--- config.mk ---
export PLATFORM = sky130hd
export DESIGN_NAME = imem_loader
export DESIGN_NICKNAME = d
export VERILOG_FILES = /design/src/rtl/imem_loader.sv
export SDC_FILE = /design/constraint.sdc
export NUM_CORES = 1
export LEC_CHECK = 0
export ABC_AREA = 1
export CAP_MARGIN = 20
export CELL_PAD_IN_SITES_DETAIL_PLACEMENT = 1
export CELL_PAD_IN_SITES_GLOBAL_PLACEMENT = 1
export CORE_ASPECT_RATIO = 1.1
export CORE_MARGIN = 4
export CORE_UTILIZATION = 37
export DETAILED_ROUTE_END_ITERATION = 10
export PLACE_DENSITY_LB_ADDON = 0.1
export SYNTH_ARGS = -nofsm -noshare
export SYNTH_HDL_FRONTEND = slang
export SYNTH_SLANG_ARGS = --single-unit
--- constraint.sdc ---
create_clock -name clk -period 2.3 [get_ports clk]
set_clock_uncertainty 0.2 [all_clocks]
set_input_delay 0.46 -clock clk [delete_from_list [all_inputs] [get_ports clk]]
set_output_delay 0.46 -clock clk [all_outputs]
set_load 0.05 [all_outputs]
--- src/rtl/imem_loader.sv ---
// imem_loader: writes a valid/ready byte stream into consecutive imem bytes and holds the CPU meanwhile.
// Define LOADER_CHECKSUM_EN to require one trailing XOR checksum byte after the payload.
module imem_loader #(
  parameter int MEM_BYTES = 512,
  parameter int ADDR_W    = 9,
  parameter int BASE_ADDR = 0
) (
  input  logic              clk,
  input  logic              R,
  input  logic              start,
  input  logic [ADDR_W:0]   len_bytes,
  input  logic              in_valid,
  input  logic [7:0]        in_byte,
  output logic              in_ready,
  output logic              mem_we,
  output logic [ADDR_W-1:0] mem_addr,
  output logic [7:0]        mem_wdata,
  output logic              busy,
  output logic              done,
  output logic              cpu_hold,
  output logic              err,
  output logic [ADDR_W:0]   bytes_loaded
);

  typedef enum logic [1:0] {
    S_IDLE  = 2'd0,
    S_LOAD  = 2'd1,
    S_CHECK = 2'd2,
    S_DONE  = 2'd3
  } state_e;

  localparam logic [ADDR_W:0]   LEN_MAX  = (ADDR_W+1)'(MEM_BYTES);
  localparam logic [ADDR_W-1:0] BASE     = ADDR_W'(BASE_ADDR);
  localparam logic [ADDR_W-1:0] PTR_LAST = ADDR_W'(MEM_BYTES - 1);

  state_e            state_q, state_d;
  logic [ADDR_W:0]   len_q, bytes_q, bytes_d;
  logic [ADDR_W-1:0] ptr_q, ptr_d;
  logic              mem_we_q;
  logic [ADDR_W-1:0] mem_addr_q;
  logic [7:0]        mem_wdata_q;
  logic              err_q;
  logic              beat, load_beat, last_beat, start_idle, len_bad;
`ifdef LOADER_CHECKSUM_EN
  logic [7:0]        xor_q;
`endif

  assign beat       = in_valid & in_ready;
  assign load_beat  = beat & (state_q == S_LOAD);
  assign bytes_d    = bytes_q + (ADDR_W+1)'(1);
  assign last_beat  = load_beat & (bytes_d == len_q);
  assign start_idle = start & (state_q == S_IDLE);
  assign len_bad    = len_bytes > LEN_MAX;
  // Pointer wraps at MEM_BYTES, which need not be a power of two.
  assign ptr_d      = (ptr_q == PTR_LAST) ? '0 : ptr_q + ADDR_W'(1);

  always_ff @(posedge clk or negedge R) begin
    if (!R) state_q <= S_IDLE;
    else    state_q <= state_d;
  end

  always_comb begin
    state_d = state_q;
    unique case (state_q)
      S_IDLE: begin
        if (start && !len_bad)
          state_d = (len_bytes == '0) ? S_DONE : S_LOAD;
      end
      S_LOAD: begin
`ifdef LOADER_CHECKSUM_EN
        if (last_beat) state_d = S_CHECK;
`else
        if (last_beat) state_d = S_DONE;
`endif
      end
      S_CHECK: if (beat) state_d = S_DONE;
      S_DONE:  state_d = S_IDLE;
      default: state_d = S_IDLE;
    endcase
  end

  always_comb begin
    in_ready = 1'b0;
    busy     = 1'b0;
    cpu_hold = 1'b0;
    done     = 1'b0;
    unique case (state_q)
      S_LOAD, S_CHECK: begin
        in_ready = 1'b1;
        busy     = 1'b1;
        cpu_hold = 1'b1;
      end
      S_DONE: begin
        busy     = 1'b1;
        cpu_hold = 1'b1;
        done     = 1'b1;
      end
      default: ;
    endcase
  end

  always_ff @(posedge clk or negedge R) begin
    if (!R) begin
      len_q       <= '0;
      bytes_q     <= '0;
      ptr_q       <= BASE;
      mem_we_q    <= 1'b0;
      mem_addr_q  <= BASE;
      mem_wdata_q <= '0;
      err_q       <= 1'b0;
`ifdef LOADER_CHECKSUM_EN
      xor_q       <= '0;
`endif
    end else begin
      mem_we_q <= 1'b0;
      if (start_idle) begin
        if (len_bad) begin
          err_q <= 1'b1;
        end else begin
          err_q   <= 1'b0;
          len_q   <= len_bytes;
          bytes_q <= '0;
          ptr_q   <= BASE;
`ifdef LOADER_CHECKSUM_EN
          xor_q   <= '0;
`endif
        end
      end
      if (load_beat) begin
        mem_we_q    <= 1'b1;
        mem_addr_q  <= ptr_q;
        mem_wdata_q <= in_byte;
        ptr_q       <= ptr_d;
        bytes_q     <= bytes_d;
`ifdef LOADER_CHECKSUM_EN
        xor_q       <= xor_q ^ in_byte;
`endif
      end
`ifdef LOADER_CHECKSUM_EN
      // The checksum byte is consumed but never written to imem.
      if (beat && state_q == S_CHECK && in_byte != xor_q) err_q <= 1'b1;
`endif
    end
  end

  assign mem_we       = mem_we_q;
  assign mem_addr     = mem_addr_q;
  assign mem_wdata    = mem_wdata_q;
  assign err          = err_q;
  assign bytes_loaded = bytes_q;

endmodule

==> impl.org, run 1 <==
** Pwr
- Power share of the combinational group :: 55.6%
- Of the total power, the share spent switching nets is 48.2%.
- The share of total power dissipated in the clock network is 13.3%.
- Summed over all cells, the static leakage comes to 1.61 nW.
- The completed layout was analyzed and its total power is 4.89 mW.
- The analysis attributes to net switching a power of 2.36 mW.
- The internal power of the cells totals 2.53 mW.
- VDD sags by at most 0.00110 V.
- Total power per unit cell area :: 1440 nW/um^2
- Register share of total power :: 31.1%

** Clocking
- The root buffer cell chosen for the clock tree is sky130_fd_sc_hd__clkbuf_8.
- CTS Sinks :: 50
- CTS Buf Count :: 5
- At the later pin of the worst-skew pair, clock insertion delay measures 0.31 ns.
- Clock tree from TritonCTS :: done
- Maximum level of the CTS H-tree :: 2
- Clock Tree Buf Depth :: 2
- Register clock-pin slew on the reported worst setup and hold paths :: 0.10 ns

** Drt
- Number of remaining DRC errors :: 0
- Wires add up to 6570 um.
- After the first detailed-routing iteration, the DRC count stood at 100.
- First-pass iteration count of the detailed router :: 4
- The detail route stage leaves a number of antenna-violating nets equal to 0.
- Via count :: 2261
- Post-detailed-route wirelength per cell :: 14.2 um
- Via-to-Cell Ratio :: 4.88

** Placement
- Post-Place Cell Area :: 3220 um^2
- Post-placement setup slack :: -0.183 ns
- Once placement completed, the tool counted placed cells totaling 452.
- Detailed placement finished with a half-perimeter wire length of 4870 um.
- Number of port buffers :: 54
- Routability-driven placement finished with a final weighted congestion of 0.806.

** Setup path
- Slowest-stage cell, CP :: sky130_fd_sc_hd__clkdlybuf4s50_1
- Delay of the slowest critical-path stage :: 0.83 ns
- Critical path endpoint category :: output pin
- Kind of cell adding the most delay to the critical path :: buffers and inverters
- Type of element launching the critical path :: register
- Walking the worst path, the cells encountered are clkdlybuf4s50_1.
- Total buffers and inverters traversed by the critical path :: 1
- CP arrival :: 1.56 ns
- Crit path kind :: register to output pin
- Worst Path Max Fanout :: 5
- Data on the critical path is required at its endpoint by 1.64 ns.

** STA
- Final slew viol count :: 0
- Setup repair after global routing missed its margin :: false
- Share of the clock period used by the worst path after layout :: 96.7%
- For this run, the top clock speed supported by timing is 450 MHz.
- Setup violations remaining at the end of the flow were counted as 0.
- Worst path setup slack after routing :: 0.0760 ns
- After layout, the minimum clock period comes to 2.22 ns.
- At the pin with the least slew margin, the transition time is 0.521 ns.
- Hold Vio Cnt, Final :: 0
- In this run the tightest slew margin relative to its limit is 65.1%.

** GRT
- Antenna violations before repair :: 0
- Pin count of the biggest net entering global routing :: 51
- Across every metal layer, demand over resource in global routing totals 17.0%.
- Remaining global-route overflow :: 0
- The number of global-route vias before repair was 2355.
- Global-route wire length before repair :: 11000 um

** Synthesis
- For this run, the number of Yosys warnings is 0.
- Number of flops mapped to enable cells by yosys :: 0
- Sequential-to-total area share from yosys stat :: 49.9%
- #FFs+latches synth :: 50
- For this run, the leading register cell type out of synthesis is sky130_fd_sc_hd__dfrtp_1.
- Mean instance size in the synthesized netlist :: 8.01 um^2
- Synthesis produced a netlist with a net count of 343.
- For this run, asynchronously set or reset flops after synthesis account for 100%.
- The synthesized netlist contains 28 unique library cells.
- Mapped cell area :: 2510 um^2
- Synthesis produced 313 cells.

** Finish
- Utilization after layout :: 51.3%
- Once layout is complete, the cells apart from fillers number 463.
- The finished cells cover 3390 um^2.
- After the last flow step, the layout net total stands at 410.
- The area growth from synthesis to layout is 35.0%.
- Share of final-layout standard cells stronger than drive strength 1 :: 12.3%
- The number of antenna diodes in the final layout is 0.
- Final-layout fill cell count :: 820

** Floorplanning
- Chip height :: 94.3 um
- Die X :: 86.5 um
- The die covers 8160 um^2.
- The initial utilization of the core area, before any placement, comes to 38.0%.
- After floorplanning, the core was divided into 31 placement rows.
- Boundary Pins :: 55
- After floorplanning, the core was sized to cover 6590 um^2.

** Min path
- Hold WC Path Type :: register to register

** Job
- Across the run, the number of max-cap violations was 0.

** Status
- Run status :: completed
-- cells by family after synthesis --
group | count (synthesis) | share of synthesized area [%]
buffers and inverters | 48 | 7.63
XOR/XNOR | 2 | 0.699
AO/OA/AOI/OAI | 45 | 10.1
adder cells (fa/ha/maj) | 8 | 3.99
AND/OR/NAND/NOR | 160 | 27.7
flip-flops | 50 | 49.9
-- registers in the layout, indices dropped and copies added (netlist names) --
| register | cells |
|---|---|
| state_q | 2 |
| mem_we | 1 |
| mem_wdata | 8 |
| mem_addr | 9 |
| len_q | 10 |
| err | 1 |
| bytes_loaded | 10 |
| ptr_q | 9 |
-- routing by layer --
layer / up-vias / global-route usage (%) / wire (um)
met5: - / 0 / 0
met4: 0 / 4.29 / 30
met3: 2 / 3.58 / 339
met2: 47 / 27.9 / 3130
met1: 1085 / 22.8 / 3070
li1: 1127 / - / -
-- per-stage QoR --
| stage | setup TNS [ns] | hold slack [ns] |
|---|---|---|
| after global placement | -2.79 | 0.264 |
| after floorplan | 0 | -0.0356 |
| final | 0 | 0.288 |
| after CTS | 0 | 0.295 |
| after global routing | 0 | 0.320 |
| after detailed placement | -3.85 | 0.268 |
-- cell usage after synthesis (all sizes together), types with 2 or more instances --
library cell	number	share of area, %
o21ai	29	5.8
nand2	112	17
buf	3	0.90
ha	8	4.0
nand3	25	5.7
a21oi	3	0.60
nor4	2	0.50
clkbuf	4	0.60
dfrtp	50	50
o22ai	8	2.0
nand4	3	0.75
nor2	15	2.8
a21boi	2	0.60
inv	41	6.1
-- final timing paths --
check | slack, ns | endpoint | startpoint | cells past startpoint
worst max-delay path | 0.08 | bytes_loaded[5] | bytes_loaded[5]$_DFFE_PN0P_ | 1
worst min-delay path | 0.29 | mem_wdata[6]$_DFFE_PN0P_ | mem_wdata[6]$_DFFE_PN0P_ | 2
worst max register to register | 0.22 | state_q[0]$_DFFE_PN0P_ | bytes_loaded[0]$_DFFE_PN0P_ | 13
worst min register to register | 0.29 | mem_wdata[6]$_DFFE_PN0P_ | mem_wdata[6]$_DFFE_PN0P_ | 2
max in group asynchronous | 1.18 | bytes_loaded[1]$_DFFE_PN0P_ | R | 3
min in group asynchronous | 0.48 | ptr_q[2]$_DFFE_PN0P_ | R | 3
-- cells in the final DEF, fill, tap and decap left out, types with 3 or more instances in the layout --
master                            synthesis  final
sky130_fd_sc_hd__nand2_1                108    108
sky130_fd_sc_hd__dfrtp_1                 50     48
sky130_fd_sc_hd__clkdlybuf4s50_1          0     43
sky130_fd_sc_hd__inv_1                   39     39
sky130_fd_sc_hd__o21ai_0                 28     28
sky130_fd_sc_hd__nand3_1                 23     23
sky130_fd_sc_hd__buf_4                    3     17
sky130_fd_sc_hd__nor2_1                  13     12
sky130_fd_sc_hd__o22ai_1                  8      8
sky130_fd_sc_hd__ha_1                     8      7
sky130_fd_sc_hd__clkbuf_8                 0      5
sky130_fd_sc_hd__buf_12                   0      5
sky130_fd_sc_hd__nand2_2                  4      4
sky130_fd_sc_hd__nand4_1                  3      3
sky130_fd_sc_hd__a21oi_1                  3      3
-- what timing repair did --
item | 4_1_cts | 5_1_grt
resized for setup | 0 | 6
setup buffers | 0 | 2
endpoints found under the setup margin | 0 | 2
hold endpoints to repair | 50 | 0
hold buffers | 1 | 0
-- power groups by stage --
| stage | logic (mW) | clock network, mW | registers, mW |
|---|---|---|---|
| after global routing | 2.96 | 0.709 | 1.58 |
| after detailed placement | 2.70 | 0 | 1.53 |
| after CTS | 2.71 | 0.673 | 1.52 |
| final | 2.72 | 0.652 | 1.52 |
| after floorplan | 1.10 | 0 | 2.14 |
| after global placement | 2.64 | 0 | 1.52 |
-- layout make-up --
type | instances | area [um^2] | area share, %
Timing Repair Buffer | 67 | 673 | 19.9
Clock inverter | 3 | 47.5 | 1.40
Multi-Input combinational cell | 215 | 1090 | 32.1
Sequential cell | 50 | 1250 | 37.0
Inverter | 41 | 154 | 4.55
Clock buffer | 5 | 68.8 | 2.03
Tap cell | 82 | 103 | 3.03
No activity file was read; power rests on OpenSTA's default activity.
==> run 2: changes to the inputs <==
--- a/config.mk
+++ b/config.mk
@@ -12,6 +12,7 @@
 export CORE_ASPECT_RATIO = 1.1
 export CORE_MARGIN = 4
 export CORE_UTILIZATION = 37
+export CTS_CLUSTER_SIZE = 10
 export DETAILED_ROUTE_END_ITERATION = 10
 export PLACE_DENSITY_LB_ADDON = 0.1
 export SYNTH_ARGS = -nofsm -noshare
==> results of run 2 <==
The final DEF is identical to that of run 1; final timing and power are the same.
==> run 3: changes to the inputs <==
--- a/config.mk
+++ b/config.mk
@@ -15,6 +15,7 @@
 export CTS_CLUSTER_SIZE = 10
 export DETAILED_ROUTE_END_ITERATION = 10
 export PLACE_DENSITY_LB_ADDON = 0.1
+export SKIP_CTS_REPAIR_TIMING = 1
 export SYNTH_ARGS = -nofsm -noshare
 export SYNTH_HDL_FRONTEND = slang
 export SYNTH_SLANG_ARGS = --single-unit
==> run 3 against run 2 <==
Combinational power is essentially flat. Final cell count is the same. Utilization is the same. Non-clock buffer count is the same. Via count grew 0.49%. Die area is the same. Critical path depth is the same. Power is essentially flat. Sequential power is essentially flat. Routed wire length grew 0.12%. Largest cell class unchanged. Largest power group unchanged.
==> impl.org, run 3 (synthesized netlist as in run 1, its figures left out) <==
** Status
- Run status :: completed

** Min path
- Worst hold path startpoint :: mem_wdata[6]$_DFFE_PN0P_
- The worst hold path terminates at mem_wdata[6]$_DFFE_PN0P_.
- Worst hold path cell count :: 2 (unchanged)
- The path class of the tightest hold or removal check is register to register.

** Placement
- RePlAce Congestion :: 0.806 (unchanged)
- Post-placement setup slack :: -0.183 ns (unchanged)
- The post-DP HPWL was 4870 um (unchanged).
- Number of port buffers :: 54 (unchanged)
- The placed instance count came to 452 (unchanged).

** Pwr
- The worst-case vdd ir drop is 0.00110 V (about the same).
- The areal power density over the cells was 1440 nW/um^2 (about the same).
- Register share of total power :: 31.0% (about the same)
- The internal power of the cells was 2.53 mW (about the same).
- Clock network power share :: 13.4% (about the same)
- Power share of the combinational group :: 55.6% (about the same)
- Net switching power of the design :: 2.36 mW (+0.14%)
- Switching share of power :: 48.2% (about the same)
- Leak :: 1.61 nW (unchanged)

** GRT
- The overall global routing resource usage is 16.9% (-0.037 points).
- Antenna violations before repair :: 0 (unchanged)
- The maximum number of pins on one net before global-route repair came to 51 (unchanged).
- The number of global-route vias before repair was 2351 (-0.17%).
- Global-route wire length before repair :: 11000 um (-0.25%)
- The total congestion overflow came to 0 (unchanged).

** Setup path
- The delay of the slowest cell on the worst path was 0.83 ns (about the same).
- Crit path kind :: register to output pin
- Slowest-stage cell, CP :: sky130_fd_sc_hd__clkdlybuf4s50_1
- Grouping stages by cell kind, the critical path spends the most delay in buffers and inverters.
- Endpoint required time on the critical path :: 1.64 ns (about the same)
- Capturing point of the worst reg2reg path :: state_q[0]$_DFFE_PN0P_
- Critical-path cell list :: clkdlybuf4s50_1
- STA classifies the critical path endpoint as an output pin.
- Cell count of the worst reg-to-reg path :: 13 (unchanged)
- In this run the critical register-to-register path is launched from bytes_loaded[0]$_DFFE_PN0P_.
- Worst Path Max Fanout :: 5 (unchanged)
- The critical path buffer and inverter count is 1 (unchanged).
- Register-to-register path setup slack :: 0.21 ns (about the same)
- Type of element launching the critical path :: register
- Tracing the worst setup path back leads to its startpoint at bytes_loaded[5]$_DFFE_PN0P_.
- CP arrival :: 1.57 ns (about the same)

** Floorplanning
- The die outline area came to 8160 um^2 (unchanged).
- Count of standard-cell rows :: 31 (unchanged)
- Die X :: 86.5 um (unchanged)
- Initial Util :: 38.0% (unchanged)
- The chip height came to 94.3 um (unchanged).
- Core footprint :: 6590 um^2 (unchanged)
- The I/O pin count was 55 (unchanged).

** Drt
- The detailed-route vias per instance came to 4.91 (+0.49%).
- Total length of routed met3 wires :: 357 um (+5.3%)
- Via count :: 2272 (+0.49%)
- The count of nets left with antenna violations after detail routing came to 0 (unchanged).
- Number of remaining DRC errors :: 0 (unchanged)
- The wire length the detailed router placed on met1 came to 3060 um (-0.13%).
- The mean routed wirelength per cell was 14.2 um (+0.12%).
- First-pass iteration count of the detailed router :: 4 (unchanged)
- Post-Route WL :: 6580 um (+0.12%)
- The violation count after the first detailed-routing iteration came to 81 (-19%).
- Highest metal layer used by the detailed router :: met4
- The routed length on met2 came to 3090 um (-1.3%).

** STA
- Slew at the pin closest to its max-slew limit :: 0.521 ns (unchanged)
- Setup repair after global routing left no endpoint under its margin.
- Peak Freq :: 449 MHz (-0.24%)
- The number of failing setup endpoints in the final timing report is 0 (unchanged).
- Final slew viol count :: 0 (unchanged)
- Share of the clock period used by the worst path after layout :: 96.9% (+0.23 points)
- The worst relative slew slack was 65.1% (unchanged).
- The final number of hold-violating endpoints was 0 (unchanged).
- The setup slack of the critical path after layout came to 0.0707 ns (-0.00533 ns).
- The clock period minus worst slack came to 2.23 ns (+0.00533 ns).

** Job
- The number of max-cap violations came to 0 (unchanged).

** Clocking
- Clock Tree Buf Depth :: 2 (unchanged)
- Clock tree from TritonCTS :: done
- CTS Sinks :: 50 (unchanged)
- The clock transition at the registers of the reported paths was 0.10 ns (about the same).
- Maximum level of the CTS H-tree :: 2 (unchanged)
- The clock network latency to the later pin of the worst-skew pair came to 0.31 ns (about the same).
- The total CTS buffers came to 5 (unchanged).
- Root buffer cell :: sky130_fd_sc_hd__clkbuf_8

** Finish
- The final design utilization was 51.3% (unchanged).
- Leaving out fill and tap cells, the most frequent cell in the layout is sky130_fd_sc_hd__nand2_1.
- The top cell types in the final layout, fill and taps aside, are sky130_fd_sc_hd__nand2_1, sky130_fd_sc_hd__dfrtp_1, sky130_fd_sc_hd__clkdlybuf4s50_1.
- The layout overhead on the synthesized area is 35.0% (unchanged).
- Share of final-layout standard cells stronger than drive strength 1 :: 12.3% (unchanged)
- Ant diodes :: 0 (unchanged)
- The filler cell count in the final layout came to 820 (unchanged).
- Number of non-filler instances in the completed layout :: 463 (unchanged)
- The net count of the finished layout was 410 (unchanged).
run 3: cell counts in the layout (fill, tap and decap cells not counted):
Identical to the previous run, type by type.
run 3: final cells by class:
class,instances,area (um^2),share of cell area (%)
inverters,41,154,4.55
well taps,82,103,3.03
clock inverters,3,47.5,1.40
flip-flops and latches,50,1250,37.0
multi-input cells,215,1090,32.1
clock buffers,5,68.8,2.03
repair buffers,67,673,19.9
run 3: worst register-to-register path: stages, from the launching register on:
cell and delay, ns:
sky130_fd_sc_hd__dfrtp_2 0.44, sky130_fd_sc_hd__ha_4 0.16, sky130_fd_sc_hd__nand2_1 0.11, sky130_fd_sc_hd__inv_2 0.14
sky130_fd_sc_hd__nand2_1 0.08, sky130_fd_sc_hd__nand2_2 0.10, sky130_fd_sc_hd__or2_1 0.11, sky130_fd_sc_hd__nand2_1 0.05
sky130_fd_sc_hd__nor2_1 0.11, sky130_fd_sc_hd__nand2_1 0.09, sky130_fd_sc_hd__o21bai_2 0.20, sky130_fd_sc_hd__nand2_1 0.09
sky130_fd_sc_hd__nand2_1 0.06, sky130_fd_sc_hd__nand2_1 0.05
run 3: per-layer routing:
metal  global-route usage, %  up-vias
met2                    27.7       48
met1                    22.8     1088
met5                       0        -
met4                    4.29        0
li1                        -     1128
met3                    3.66        8
run 3: worst max path at each step:
stage                             end  depth (start not counted)
2_1_floorplan  state_q[0]$_DFFE_PN0P_                         12
3_3_place_gp   state_q[1]$_DFFE_PN0P_                          9
3_5_place_dp   state_q[0]$_DFFE_PN0P_                          9
4_1_cts               bytes_loaded[5]                          1
5_1_grt               bytes_loaded[5]                          1
6_report              bytes_loaded[5]                          1
run 3: power groups by stage:
stage	Combinational, mW	Clock [mW]	Sequential (mW)
6_report	2.72	0.656	1.52
5_1_grt	2.96	0.709	1.58
3_3_place_gp	2.64	0	1.52
2_1_floorplan	1.10	0	2.14
3_5_place_dp	2.70	0	1.53
4_1_cts	2.71	0.673	1.52
run 3: stage by stage:
| step | total power, mW | cell area [um^2] | hold slack [ns] | TNS, ns |
|---|---|---|---|---|
| 6_report | 4.89 | 3390 | 0.288 | 0 |
| 4_1_cts | 4.90 | 3340 | -0.0743 | 0 |
| 3_5_place_dp | 4.23 | 3220 | 0.268 | -3.85 |
| 3_3_place_gp | 4.16 | 3220 | 0.264 | -2.79 |
| 2_1_floorplan | 3.23 | 2510 | -0.0356 | 0 |
| 5_1_grt | 5.25 | 3390 | 0.320 | 0 |
